===== src/rtl/cnn_pkg.sv =====
// Shared definitions for the patch scheduler: FSM state encoding and
// output-dimension helpers for a KxK / stride-S / pad-P window sweep.
package cnn_pkg;

    typedef enum logic [1:0] {
        IDLE  = 2'd0,
        FETCH = 2'd1,
        DRAIN = 2'd2,
        EMIT  = 2'd3
    } state_t;

    function automatic int out_dim(input int h, input int p, input int k, input int s);
        return (h + 2 * p - k) / s + 1;
    endfunction

    function automatic int ctr_w(input int oh, input int ow);
        int mx;
        mx = (oh > ow) ? oh : ow;
        return (mx > 1) ? $clog2(mx) : 1;
    endfunction

endpackage


===== src/rtl/patch_addr_gen.sv =====
// Combinational mapping from (output row i, output column j, element e)
// to the image coordinate's in-range flag and its memory address x*W+y.
module patch_addr_gen
    import cnn_pkg::*;
#(
    parameter int H      = 5,
    parameter int W      = 5,
    parameter int K      = 3,
    parameter int S      = 1,
    parameter int P      = 1,
    parameter int ADDR_W = 5,
    parameter int CW     = 3,
    parameter int EW     = 4
) (
    input  logic [CW-1:0]     i,
    input  logic [CW-1:0]     j,
    input  logic [EW-1:0]     e,
    output logic              in_range,
    output logic [ADDR_W-1:0] addr
);

    // Headroom so that negative padded offsets and stride products never wrap.
    localparam int XW = ADDR_W + CW + EW + $clog2(S + 1) + 2;

    logic [EW-1:0]        m;
    logic [EW-1:0]        n;
    logic signed [XW-1:0] x;
    logic signed [XW-1:0] y;

    always_comb begin
        m        = e / EW'(K);
        n        = e % EW'(K);
        x        = XW'(i) * XW'(S) - XW'(P) + XW'(m);
        y        = XW'(j) * XW'(S) - XW'(P) + XW'(n);
        in_range = !x[XW-1] && (x < XW'(H)) && !y[XW-1] && (y < XW'(W));
        addr     = '0;
        if (in_range) begin
            addr = ADDR_W'(x * XW'(W) + y);
        end
    end

endmodule


===== src/rtl/patch_scheduler.sv =====
// Sweeps every KxK window position over an HxW binary image, fetching one pixel
// per cycle and handing each patch out over valid/ready. Optional read
// statistics counter enabled by defining PATCH_SCHED_STATS_EN.
module patch_scheduler
    import cnn_pkg::*;
#(
    parameter int H      = 5,
    parameter int W      = 5,
    parameter int K      = 3,
    parameter int S      = 1,
    parameter int P      = 1,
    parameter int ADDR_W = 5,
    localparam int OH    = out_dim(H, P, K, S),
    localparam int OW    = out_dim(W, P, K, S),
    localparam int CW    = ctr_w(OH, OW)
) (
    input  logic              clk,
    input  logic              rst,
    input  logic              start,
    output logic              busy,
    output logic              done,
    output logic              mem_rd,
    output logic [ADDR_W-1:0] mem_addr,
    input  logic              mem_pixel,
    output logic [K*K-1:0]    patch,
    output logic              patch_valid,
    input  logic              patch_ready,
    output logic [CW-1:0]     patch_i,
    output logic [CW-1:0]     patch_j,
    output logic              patch_last,
    output logic [15:0]       rd_count
);

    localparam int NE = K * K;
    localparam int EW = (NE > 1) ? $clog2(NE) : 1;

    state_t            state;
    logic [CW-1:0]     i;
    logic [CW-1:0]     j;
    logic [EW-1:0]     e;
    logic [EW-1:0]     e_d;
    logic              rd_d;
    logic [ADDR_W-1:0] addr_q;
    logic              in_range;
    logic [ADDR_W-1:0] gen_addr;
    logic              last_pos;

    patch_addr_gen #(
        .H      (H),
        .W      (W),
        .K      (K),
        .S      (S),
        .P      (P),
        .ADDR_W (ADDR_W),
        .CW     (CW),
        .EW     (EW)
    ) u_addr_gen (
        .i        (i),
        .j        (j),
        .e        (e),
        .in_range (in_range),
        .addr     (gen_addr)
    );

    assign last_pos    = (i == CW'(OH - 1)) && (j == CW'(OW - 1));
    assign busy        = (state != IDLE);
    assign patch_valid = (state == EMIT);
    assign patch_last  = patch_valid && last_pos;
    assign patch_i     = i;
    assign patch_j     = j;
    assign mem_rd      = (state == FETCH) && in_range;
    // Address holds its previous value across padded elements.
    assign mem_addr    = mem_rd ? gen_addr : addr_q;

    always_ff @(posedge clk) begin
        if (rst) begin
            state  <= IDLE;
            i      <= '0;
            j      <= '0;
            e      <= '0;
            e_d    <= '0;
            rd_d   <= 1'b0;
            addr_q <= '0;
            patch  <= '0;
            done   <= 1'b0;
        end else begin
            done   <= 1'b0;
            rd_d   <= mem_rd;
            e_d    <= e;
            addr_q <= mem_addr;
            // Read data lands one cycle after the strobe; file it under the element that asked.
            if (rd_d) begin
                patch[e_d] <= mem_pixel;
            end
            case (state)
                IDLE: begin
                    if (start) begin
                        state <= FETCH;
                        i     <= '0;
                        j     <= '0;
                        e     <= '0;
                    end
                end
                FETCH: begin
                    if (!in_range) begin
                        patch[e] <= 1'b0;
                    end
                    if (e == EW'(NE - 1)) begin
                        e     <= '0;
                        state <= DRAIN;
                    end else begin
                        e <= e + EW'(1);
                    end
                end
                DRAIN: begin
                    state <= EMIT;
                end
                EMIT: begin
                    if (patch_ready) begin
                        if (last_pos) begin
                            state <= IDLE;
                            done  <= 1'b1;
                        end else begin
                            state <= FETCH;
                            if (j == CW'(OW - 1)) begin
                                j <= '0;
                                i <= i + CW'(1);
                            end else begin
                                j <= j + CW'(1);
                            end
                        end
                    end
                end
                default: state <= IDLE;
            endcase
        end
    end

`ifdef PATCH_SCHED_STATS_EN
    always_ff @(posedge clk) begin
        if (rst || (state == IDLE && start)) begin
            rd_count <= '0;
        end else if (mem_rd && rd_count != 16'hFFFF) begin
            rd_count <= rd_count + 16'd1;
        end
    end
`else
    assign rd_count = '0;
`endif

endmodule


===== config.mk =====
export PLATFORM = sky130hd
export DESIGN_NAME = patch_scheduler
export DESIGN_NICKNAME = d
export VERILOG_FILES = /design/src/rtl/cnn_pkg.sv /design/src/rtl/patch_addr_gen.sv /design/src/rtl/patch_scheduler.sv
export SDC_FILE = /design/constraint.sdc
export NUM_CORES = 1
export LEC_CHECK = 0
export CORE_AREA = 10 10 100 102
export DETAILED_ROUTE_END_ITERATION = 6
export DIE_AREA = 0 0 110 112
export PLACE_DENSITY = 0.61
export SETUP_SLACK_MARGIN = 0.5
export SLEW_MARGIN = 30
export SYNTH_ARGS = -nofsm -noshare
export SYNTH_HDL_FRONTEND = slang
export SYNTH_SLANG_ARGS = --single-unit

===== constraint.sdc =====
create_clock -name clk -period 5.7 [get_ports clk]
set_input_delay 1.14 -clock clk [delete_from_list [all_inputs] [get_ports clk]]
set_output_delay 1.14 -clock clk [all_outputs]
set_load 0.02 [all_outputs]

==> results by group, run 1 <==
Status
  – Status: complete, but fails checks
  – Failing checks: setup timing

Critical path
  – Critical Path RT: roughly 4600 ps
  – R2r setup slk: between 1000 and 1500 ps
  – Critical Path AT: 4620 ps
  – CP Launch Type: register
  – Crit-path max FO: 8
  – Critical setup path kind: register to output pin
  – Nature of the critical path endpoint: output pin

Floorplanning
  – Initial core utilization: roughly a third
  – Die Wd: 110 um
  – Top Ports: between 40 and 50
  – Die area: between 0.01 and 0.015 mm^2
  – Row Count: 33
  – Die Ht: around 110 um
  – Core area: 0.00805 mm^2

Power and ir drop
  – Gate power share: about 58%
  – Maximum VDD drop: around 0.00020 V
  – Sw Ratio: roughly 41%
  – Static Leakage: 1.58 nW
  – Internal: about 0.00066 W
  – Flop pwr share: 22.7%
  – Clock power frac: between 10% and 20%
  – PD cells: just over 300 mW/mm^2
  – Net Switching: between 0.0004 and 0.0005 W
  – PnR Total Power: around 0.0011 W

Route
  – Drt wl/cell: ~14 um
  – DRC violations left: 0
  – Via-per-instance ratio: between 4 and 5
  – DRT antenna net count: 0
  – Detailed-router iteration count before antenna repair: 4
  – Total Routed Length: 6650 um
  – Initial DRC count: 62
  – Vias: 2,343

Clock tree
  – Clk root buf: clkbuf_8
  – Clock Tree Buf Depth: 2
  – TritonCTS Buffers: 5
  – CTS H-tree lvls: 2
  – Clock Latency Late Sink: around 300 ps
  – # clock sinks: 32
  – CTS tree: built
  – Clock transition at the registers of the reported paths: about 80 ps

Synthesis
  – Top_reg_cell synth: dfxtp_1
  – Top post-synthesis cells by area: dfxtp_1 23%, ha_1 18%, mux2i_1 6.9%
  – Sequential area share after synthesis: a little under a quarter
  – Synthesized cell area: between 0.002 and 0.003 mm^2
  – Yosys top cell by area: dfxtp_1
  – Post-Syn Instances: approximately 310
  – Syn avg cell area: ~9.1 um^2
  – #FFs+latches synth: 32
  – Post-synth top area share: between 20% and 30%
  – Netlist cell types: 48
  – Post-synth EDFFs: 0
  – Synth warnings: 0
  – Asr flop ratio synth: 0%

Job
  – MaxCap Viol Count: 0

STA
  – Worst Hold Slack: ~480 ps
  – Final period utilization: 101%
  – RSZ-0062 raised after global routing: yes
  – Fin worst setup slack: -63.0 ps
  – Setup TNS: -212 ps
  – Max Slew Vio Count: 0
  – Final Skew: 8.54 ps
  – Slew headroom: between 50% and 60%
  – Hold Violations, Final: 0
  – Worst-Margin Slew: slightly below 700 ps
  – Finish-stage setup viols: 5
  – Min cycle time layout: slightly below 6000 ps
  – FMAX: approximately 170 MHz

Placement
  – DP Area: 0.00339 mm^2
  – Dpl hpwl: a little over 5000 um
  – Routability Congestion: ~0.8
  – I/O Buffers: 29

Finish
  – Area grow syn2layout: 31.4%
  – Number of diodes: 0
  – Final nets: about 420
  – Util after Layout: about 45%
  – Proportion of layout cells with a drive suffix above 1: 23.3%
  – Final instance area: around 0.0036 mm^2

Global routing
  – Initial antenna violation count: 0
  – First-pass GRT wire length: 11,200 um
  – Vias in the first global route: 2,489
  – GRT Residual Overflow: 0
  – Largest net degree at the start of global routing: 38
  – Total GRT Usage: ~11%

Min path
  – Worst Hold Class: register to register
-- worst paths after layout --
check,from,end,depth (start not counted)
worst min-delay path,addr_q[2],addr_q[2],2
worst max register to register,e[3],addr_q[4],21
worst min register to register,addr_q[2],addr_q[2],2
worst max-delay path,e[3],mem_addr[4],20
-- stage by stage --
step                      worst slack, ps  instances
after floorplan                     -69.5        320
after global routing                 -359        479
after CTS                           -83.4        478
final                               -63.0        479
after global placement               -220        462
after detailed placement             -282        462
-- cells in the final DEF, fill, tap and decap left out, types with 2 or more instances in the layout --
cell and n:
a211oi_1 2, a21boi_0 2, a21o_1 6, a21oi_1 13, a311oi_1 9, and2_1 6, and3_1 2, and4b_1 5
buf_4 40, buf_6 7, clkbuf_8 5, clkdlybuf4s50_1 23, conb_1 16, dfxtp_1 29, dfxtp_2 2, fa_1 2
fa_2 2, ha_1 34, ha_2 4, inv_1 20, mux2_2 2, mux2_4 5, mux2i_1 18, nand2_1 11
nand2b_1 13, nand3_1 6, nand3b_1 4, nand4_1 4, nor2_1 18, nor2b_1 4, nor2b_4 2, nor3_1 7
nor3b_1 4, o21ai_0 7, xnor2_1 7, xnor2_2 2, xor2_1 4
-- power groups by stage --
| stage | clock, W | sequential, W | combinational [W] |
|---|---|---|---|
| after floorplan | 0 | 0.000263 | 0.000454 |
| after global placement | 0 | 0.000260 | 0.000614 |
| after detailed placement | 0 | 0.000261 | 0.000629 |
| after CTS | 0.000226 | 0.000255 | 0.000650 |
| after global routing | 0.000237 | 0.000259 | 0.000722 |
| final | 0.000222 | 0.000255 | 0.000649 |
-- per-layer routing --
| metal | wire length, um | global-route usage [%] |
|---|---|---|
| met5 | 0 | 0 |
| met4 | 84 | 3.56 |
| met2 | 3350 | 19.8 |
| met3 | 402 | 2.94 |
| met1 | 2810 | 12.0 |
-- final cells by class --
cell class / count / area, um^2
clock buffers: 6 / 72.6
clock inverters: 2 / 35.0
fillers: 790 / 4410
inverters: 20 / 75.1
multi-input cells: 244 / 2070
flip-flops and latches: 32 / 647
well taps: 105 / 131
repair buffers: 70 / 609
-- cells by family after synthesis --
group           synth area share, %
other cells                   0.135
simple gates                   20.1
fa+ha+maj                      20.5
flops                          23.1
xor+xnor                       5.20
buf+inv                        8.13
compound gates                 13.1
mux                            9.72
-- Yosys cell counts (2+ instances only) --
cell / count
a211oi_1: 2
a21boi_0: 2
a21o_1: 6
a21oi_1: 14
a311oi_1: 9
and2_1: 6
and3_1: 2
and4b_1: 5
buf_4: 16
clkbuf_1: 7
dfxtp_1: 32
fa_1: 4
ha_1: 39
inv_1: 20
mux2_2: 7
mux2i_1: 19
nand2_1: 11
nand2b_1: 13
nand3_1: 6
nand3b_1: 4
nand4_1: 4
nor2_1: 18
nor2b_1: 7
nor3_1: 8
nor3b_1: 4
o21ai_0: 8
xnor2_1: 8
xor2_1: 4
-- registers in the layout (all words and copies together) (netlist names) --
name and flops:
state 2, patch_i 3, patch_j 3, patch 9
rd_d 1, done 1, e 4, e_d 4
addr_q 5
-- critical path: stages, from the launching register on --
cell       delay, ps
dfxtp_4          360
buf_6            110
nor2b_4          110
a211o_1          320
xnor2_2          160
ha_2             180
nand4b_1         260
mux2_4           370
fa_2             400
a21oi_2          130
nor2b_2           60
o21ai_2          120
ha_2             160
nor4b_4          170
nand4_1          130
or3_4            410
a2111oi_4        210
buf_6            190
buf_4            120
mux2i_2          180
buf_4            160
-- repair_timing --
action,4_1_cts,5_1_grt
endpoints found under the setup margin,6,6
endpoints found under the hold margin,0,0
resized for setup,45,8
buffers inserted,8,1
pin swaps,4,3
hold buffers,0,0
(Power assumes the default switching activity.)
==> run 2: changes to the inputs <==
Settings changed: CORE_AREA 10 10 100 102 to 10 10 98 100, DIE_AREA 0 0 110 112 to 0 0 108 110, SYNTH_HIERARCHICAL set to 1.
==> run 2 against run 1 <==
  * The run still ends with setup timing left
  * Core utilization increased by 2.4 points
  * Global-route usage increased by 0.059 points
  * Flip-flop and latch count unchanged
  * Critical path depth increased by 5
  * Clock power decreased by 17%
==> results by group, run 2 <==
Synthesis
  – Top_reg_cell synth: dfxtp_1
  – Yosys top cell by area: dfxtp_1
  – Post-synth EDFFs: 0 (unchanged)
  – Sequential area share after synthesis: 24.2% (+1.1 points)
  – Netlist cell types: 67 (+40%)
  – Syn avg cell area: 8.91 um^2 (-1.8%)
  – Synth warnings: 6 (+6)
  – Post-Syn Instances: 297 (-2.6%)
  – #FFs+latches synth: 32 (unchanged)
  – Post-synth top area share: 24.2% (+1.1 points)
  – Most frequent cells after synthesis: 32 x dfxtp_1, 32 x ha_1, 28 x inv_1, 18 x nor2_1, 16 x buf_4
  – Synthesized cell area: 0.00265 mm^2 (-4.4%)
  – Top post-synthesis cells by area: dfxtp_1 24%, ha_1 15%, buf_4 4.5%
  – Asr flop ratio synth: 0% (unchanged)

Route
  – Detailed-router iteration count before antenna repair: 4 (unchanged)
  – Via-per-instance ratio: 4.99 (+2.1%)
  – Initial DRC count: 94 (+52%)
  – Total Routed Length: 6670 um (+0.20%)
  – DRC violations left: 0 (unchanged)
  – Drt wl/cell: 14.2 um (+2.1%)
  – DRT antenna net count: 0 (unchanged)
  – Vias: 2,347 (+0.17%)

Finish
  – Final std cells w/o fill: 470 (-1.9%)
  – Number of diodes: 0 (unchanged)
  – Largest regs: patch (9), addr_q (5)
  – Final nets: 408 (-3.1%)
  – Most frequent cells in the layout: 38 x buf_4, 29 x dfxtp_1, 23 x clkdlybuf4s50_1
  – Most common cell after layout, fill and taps aside: buf_4
  – Max reg flops: 9 (unchanged)
  – Proportion of layout cells with a drive suffix above 1: 31.5% (+8.3 points)
  – Area grow syn2layout: 37.5%
  – Top reg by flops: patch

Status
  – Failing checks: setup timing
  – Status: complete, but fails checks

Clock tree
  – Clock Latency Late Sink: 290 ps (about the same)
  – Clk root buf: clkbuf_8
  – TritonCTS Buffers: 5 (unchanged)
  – Clock transition at the registers of the reported paths: 70 ps (about the same)
  – CTS tree: built
  – Clock Tree Buf Depth: 2 (unchanged)
  – # hold bufs at CTS: 0 (unchanged)
  – # clock sinks: 32 (unchanged)
  – CTS H-tree lvls: 2 (unchanged)

Critical path
  – Slowest-stage cell, CP: fa_2
  – Critical setup path kind: register to output pin
  – Nature of the critical path endpoint: output pin
  – Reg-to-Reg Start: e[3]
  – CP startpoint: e[3]
  – Largest delay contributor family on the critical path: adder cells
  – Crit path largest cell delay: 360 ps (-50 ps)
  – CP Buf/Inv Count: 7 (+3)
  – Most frequent CP cell: inv_2
  – Crit-path max FO: 5 (-3)
  – Critical Path RT: 4560 ps (about the same)
  – Critical Path AT: 4590 ps (-30 ps)
  – CP Launch Type: register

Min path
  – HP Start: patch[7]
  – Worst Hold Class: register to register

Floorplanning
  – Initial core utilization: 34.6% (+0.23 points)
  – Die Wd: 108 um (-1.8%)
  – Core area: 0.00765 mm^2 (-5.0%)
  – Row Count: 32 (-3.0%)
  – Die area: 0.0119 mm^2 (-3.6%)
  – Top Ports: 46 (unchanged)
  – Die Ht: 110 um (-1.8%)

STA
  – Fin worst setup slack: -28.2 ps (+34.9 ps)
  – RSZ-0062 raised after global routing: yes
  – Finish-stage setup viols: 1 (-4)
  – Final Skew: 6.68 ps (-1.86 ps)
  – Setup TNS: -28.2 ps (+184 ps)
  – Final period utilization: 100% (-0.61 points)
  – Max Slew Vio Count: 0 (unchanged)
  – Worst-Margin Slew: 646 ps (-49.4 ps)
  – Min cycle time layout: 5730 ps (-34.9 ps)
  – Hold Violations, Final: 0 (unchanged)
  – Slew headroom: 56.8% (+3.2 points)
  – FMAX: 175 MHz (+0.61%)
  – Worst Hold Slack: 504 ps (+20.8 ps)

Global routing
  – Total GRT Usage: 11.1% (+0.059 points)
  – GRT Residual Overflow: 0 (unchanged)
  – Layer with the highest usage: met2
  – Initial antenna violation count: 0 (unchanged)
  – Largest net degree at the start of global routing: 32 (-16%)
  – Met1 Resource Use GR: 12.6% (+0.61 points)
  – GR Util met2: 20.2% (+0.36 points)
  – First-pass GRT wire length: 10,900 um (-3.1%)
  – Vias in the first global route: 2,346 (-5.7%)
  – GR Util met3: 1.97% (-0.97 points)

Power and ir drop
  – Static Leakage: 1.48 nW (-6.3%)
  – PD cells: 210 mW/mm^2 (-32%)
  – Maximum VDD drop: 0.0000771 V (-62%)

Job
  – MaxCap Viol Count: 0 (unchanged)

Placement
  – Routability Congestion: 0.836 (+1.6%)
  – Dpl hpwl: 4890 um (-5.5%)
  – I/O Buffers: 29 (unchanged)
  – Post-Place Cells: 448 (-3.0%)
  – Place WS: -114 ps (+168 ps)
==> run 2: changes by cell type after synthesis, moves of 4 or more <==
cell      change
a311oi_1      -8
inv_1         +8
mux2i_1       -8
ha_1          -7
nand2b_1      -6
a211oi_1      +5
and4b_1       -5
a21o_1        -4
==> run 2: final timing paths <==
check / end / slack (ps) / cells after the start
worst min register to register: patch[7] / 500 / 2
worst max-delay path: mem_addr[4] / -30 / 25
worst max register to register: addr_q[4] / 1270 / 25
worst min-delay path: patch[7] / 500 / 2
==> run 2: cell type report <==
type,count,area (um^2)
clock buffers,8,90.1
fillers,702,4010
inverters,29,109
multi-input cells,230,2060
flip-flops and latches,32,647
well taps,102,128
repair buffers,69,606
==> run 2: tightest hold or removal path, cell delays in order, from the launching register on <==
cell and delay [ps]:
dfxtp_1 310, nor2_1 90, a2111oi_0 60
==> run 2: per-stage QoR <==
stage,total power [W],util [%],instance area (um^2)
5_1_grt,0.000814,47.6,3640
4_1_cts,0.000742,46.1,3530
3_3_place_gp,0.000530,43.0,3290
6_report,0.000766,47.6,3640
3_5_place_dp,0.000535,43.0,3290
2_1_floorplan,0.000464,-,2810
==> run 2: cell families (layout without fill, tap and decap cells) <==
logic type	count (synthesis)	count (layout)	share of synthesized area, %
xor+xnor	11	11	3.64
compound gates	50	50	13.6
mux	18	18	7.14
flops	32	32	24.2
fa+ha+maj	36	36	18.1
other cells	1	16	0.142
buf+inv	50	106	9.40
simple gates	99	99	23.8
==> run 2: what timing repair did <==
action                     4_1_cts  5_1_grt
cloned                           0        0
pin swaps                       17       12
gates resized for setup         49       21
buffers inserted                10        4
setup endpoints to repair        6        6
==> run 2: power breakdown <==
group | total (W) | switching [W] | internal (W)
Clock | 0.000185 | 0.0000864 | 0.0000985
Sequential | 0.000246 | 0.0000134 | 0.000232
Combinational | 0.000336 | 0.000182 | 0.000153
Total | 0.000766 | 0.000282 | 0.000484
==> run 2: routing by layer <==
layer	vias to the layer above	part of all wire (%)
met5	-	0
met2	52	53
li1	1164	-
met3	10	4.0
met4	0	1.4
met1	1121	42
==> run 3: changes to the inputs <==
Settings changed: GPL_TIMING_DRIVEN set to 0.
==> run 3 against run 2 <==
  * The run still ends with setup timing left
  * Total power is essentially flat
  * Final cell count rose by 0.64%
  * Clock skew decreased by 0.73 ps
  * Critical endpoint unchanged
==> results by group, run 3 (synthesis gave the netlist of run 2 again) <==
Status
  – Status: complete, but fails checks
  – Failing checks: setup timing

Finish
  – Final std cells w/o fill: 473 (+0.64%)
  – Most common cell after layout, fill and taps aside: buf_4
  – Final instance area: 0.00363 mm^2 (-0.31%)
  – Top reg by flops: patch
  – Most frequent cells in the layout: 37 x buf_4, 29 x dfxtp_1, 22 x inv_1, 22 x clkdlybuf4s50_1, 21 x ha_1
  – Proportion of layout cells with a drive suffix above 1: 31.5% (about the same)
  – Number of diodes: 0 (unchanged)
  – Max reg flops: 9 (unchanged)
  – Largest regs: patch (9), addr_q (5)
  – Area grow syn2layout: 37.1%
  – Final nets: 411 (+0.74%)

Floorplanning
  – Top Ports: 46 (unchanged)
  – Initial core utilization: 34.6% (unchanged)
  – Core area: 0.00765 mm^2 (unchanged)
  – Die Ht: 110 um (unchanged)
  – Die Wd: 108 um (unchanged)
  – Row Count: 32 (unchanged)
  – Die area: 0.0119 mm^2 (unchanged)

Global routing
  – Largest net degree at the start of global routing: 11 (-66%)
  – Initial antenna violation count: 0 (unchanged)
  – GRT Residual Overflow: 0 (unchanged)
  – Vias in the first global route: 2,253 (-4.0%)
  – Total GRT Usage: 10.9% (-0.18 points)
  – First-pass GRT wire length: 10,700 um (-1.9%)

Route
  – Detailed-router iteration count before antenna repair: 6 (+2)
  – Via-per-instance ratio: 4.81 (-3.8%)
  – Drt wl/cell: 13.9 um (-2.3%)
  – Vias: 2,273 (-3.2%)
  – DRT antenna net count: 0 (unchanged)
  – Initial DRC count: 94 (unchanged)
  – DRC violations left: 0 (unchanged)
  – Total Routed Length: 6550 um (-1.7%)

Placement
  – Routability Congestion: 0.778 (-6.9%)
  – DP Area: 0.00322 mm^2 (-2.0%)
  – Post-Place Cells: 442 (-1.3%)
  – Dpl hpwl: 4920 um (+0.60%)
  – I/O Buffers: 28 (-3.4%)

Clock tree
  – CTS H-tree lvls: 2 (unchanged)
  – # clock sinks: 32 (unchanged)
  – Clock transition at the registers of the reported paths: 70 ps (about the same)
  – CTS tree: built
  – Clk root buf: clkbuf_8
  – TritonCTS Buffers: 5 (unchanged)
  – Clock Tree Buf Depth: 2 (unchanged)
  – Clock Latency Late Sink: 290 ps (about the same)

Critical path
  – CP Launch Type: register
  – Critical Path RT: 4560 ps (about the same)
  – R2r setup slk: 1300 ps (+30 ps)
  – Critical setup path kind: register to output pin
  – Slowest-stage cell, CP: fa_1
  – R2R depth: 23 (-8.0%)
  – Crit-path max FO: 6 (+1)
  – Worst r2r dst: addr_q[4]
  – Crit-path cells: nand2b_4, inv_2, ha_4, inv_2, ha_4, o211ai_1, o21ai_2, ha_2, nor3b_4, buf_6, mux2_4, ha_4, nand3_4, a21boi_2, nor2_2, fa_1, ha_4, a21oi_4, xnor2_2, xnor2_1, and2_1, mux2_4, buf_6
  – Crit path largest cell delay: 590 ps (+230 ps)
  – Nature of the critical path endpoint: output pin
  – Reg-to-Reg Start: e[3]
  – CP startpoint: e[3]
  – Critical Path Sink: mem_addr[4]
  – Critical Path AT: 4560 ps (-30 ps)
  – Most frequent CP cell: ha_4

STA
  – Fin worst setup slack: -3.65 ps (+24.5 ps)
  – Setup TNS: -3.65 ps (+24.5 ps)
  – Worst-Margin Slew: 635 ps (-11.6 ps)
  – Max Slew Vio Count: 0 (unchanged)
  – Min cycle time layout: 5700 ps (-24.5 ps)
  – Slew headroom: 57.6% (+0.78 points)
  – FMAX: 175 MHz (+0.43%)
  – RSZ-0062 raised after global routing: yes
  – Final Skew: 5.95 ps (-0.727 ps)
  – Finish-stage setup viols: 1 (unchanged)
  – Final period utilization: 100% (-0.43 points)
  – Hold Violations, Final: 0 (unchanged)

Job
  – MaxCap Viol Count: 0 (unchanged)

Power and ir drop
  – PD cells: 211 mW/mm^2 (+0.40%)
  – Static Leakage: 1.49 nW (+0.55%)
  – Maximum VDD drop: 0.0000935 V (+21%)

Min path
  – Worst Hold Class: register to register
  – HP Start: patch[7]
==> run 3: layer usage <==
layer / up-vias / GRT usage, % / routed length, um
li1: 1158 / - / -
met1: 1067 / 11.7 / 2650
met2: 40 / 20.8 / 3540
met3: 8 / 2.44 / 292
met4: 0 / 2.96 / 75
met5: - / 0 / 0
==> run 3: critical path: cells and delay by family, from the launching register on <==
kind | cells | cell delay (ps)
mux | 2 | 590
flops | 1 | 350
buf+inv | 4 | 370
compound gates | 4 | 540
xor+xnor | 2 | 200
fa+ha+maj | 6 | 1590
simple gates | 5 | 630
==> run 3: worst min path at each step <==
stage | end | slack, ps | depth (start not counted)
6_report | patch[7] | 510 | 2
5_1_grt | patch[7] | 560 | 2
4_1_cts | patch[7] | 520 | 2
3_5_place_dp | patch[7] | 510 | 2
3_3_place_gp | patch[7] | 500 | 2
2_1_floorplan | state[0] | 500 | 2
==> run 3: timing repair <==
action / in CTS / in global routing
resized for setup: 52 / 13
hold buffers: 0 / 0
buffers inserted: 18 / 5
pin swaps: 15 / 12
hold endpoints to repair: 0 / 0
setup endpoints to repair: 6 / 6
==> run 3: where the power goes <==
| group | total [W] | internal (W) | switching (W) |
|---|---|---|---|
| Clock | 0.000195 | 0.000110 | 0.0000852 |
| Combinational | 0.000324 | 0.000148 | 0.000176 |
| Sequential | 0.000248 | 0.000232 | 0.0000157 |
==> run 3: layout make-up <==
cell class / count / area, um^2
clock buffer: 8 / 100
sequential: 32 / 649
multi-input combinational: 230 / 2040
buffer: 21 / 140
inverter: 29 / 109
tap: 102 / 128
fill: 750 / 4020
timing repair buffer: 51 / 468
==> run 3: metrics by stage <==
stage	hold WS (ps)	total power, W	utilization (%)	setup WS (ps)
4_1_cts	518	0.000750	46.1	-26.6
6_report	511	0.000767	47.5	-3.65
3_5_place_dp	507	0.000531	42.1	-379
5_1_grt	562	0.000820	47.5	-218
3_3_place_gp	503	0.000525	42.1	-341
2_1_floorplan	501	0.000464	-	461
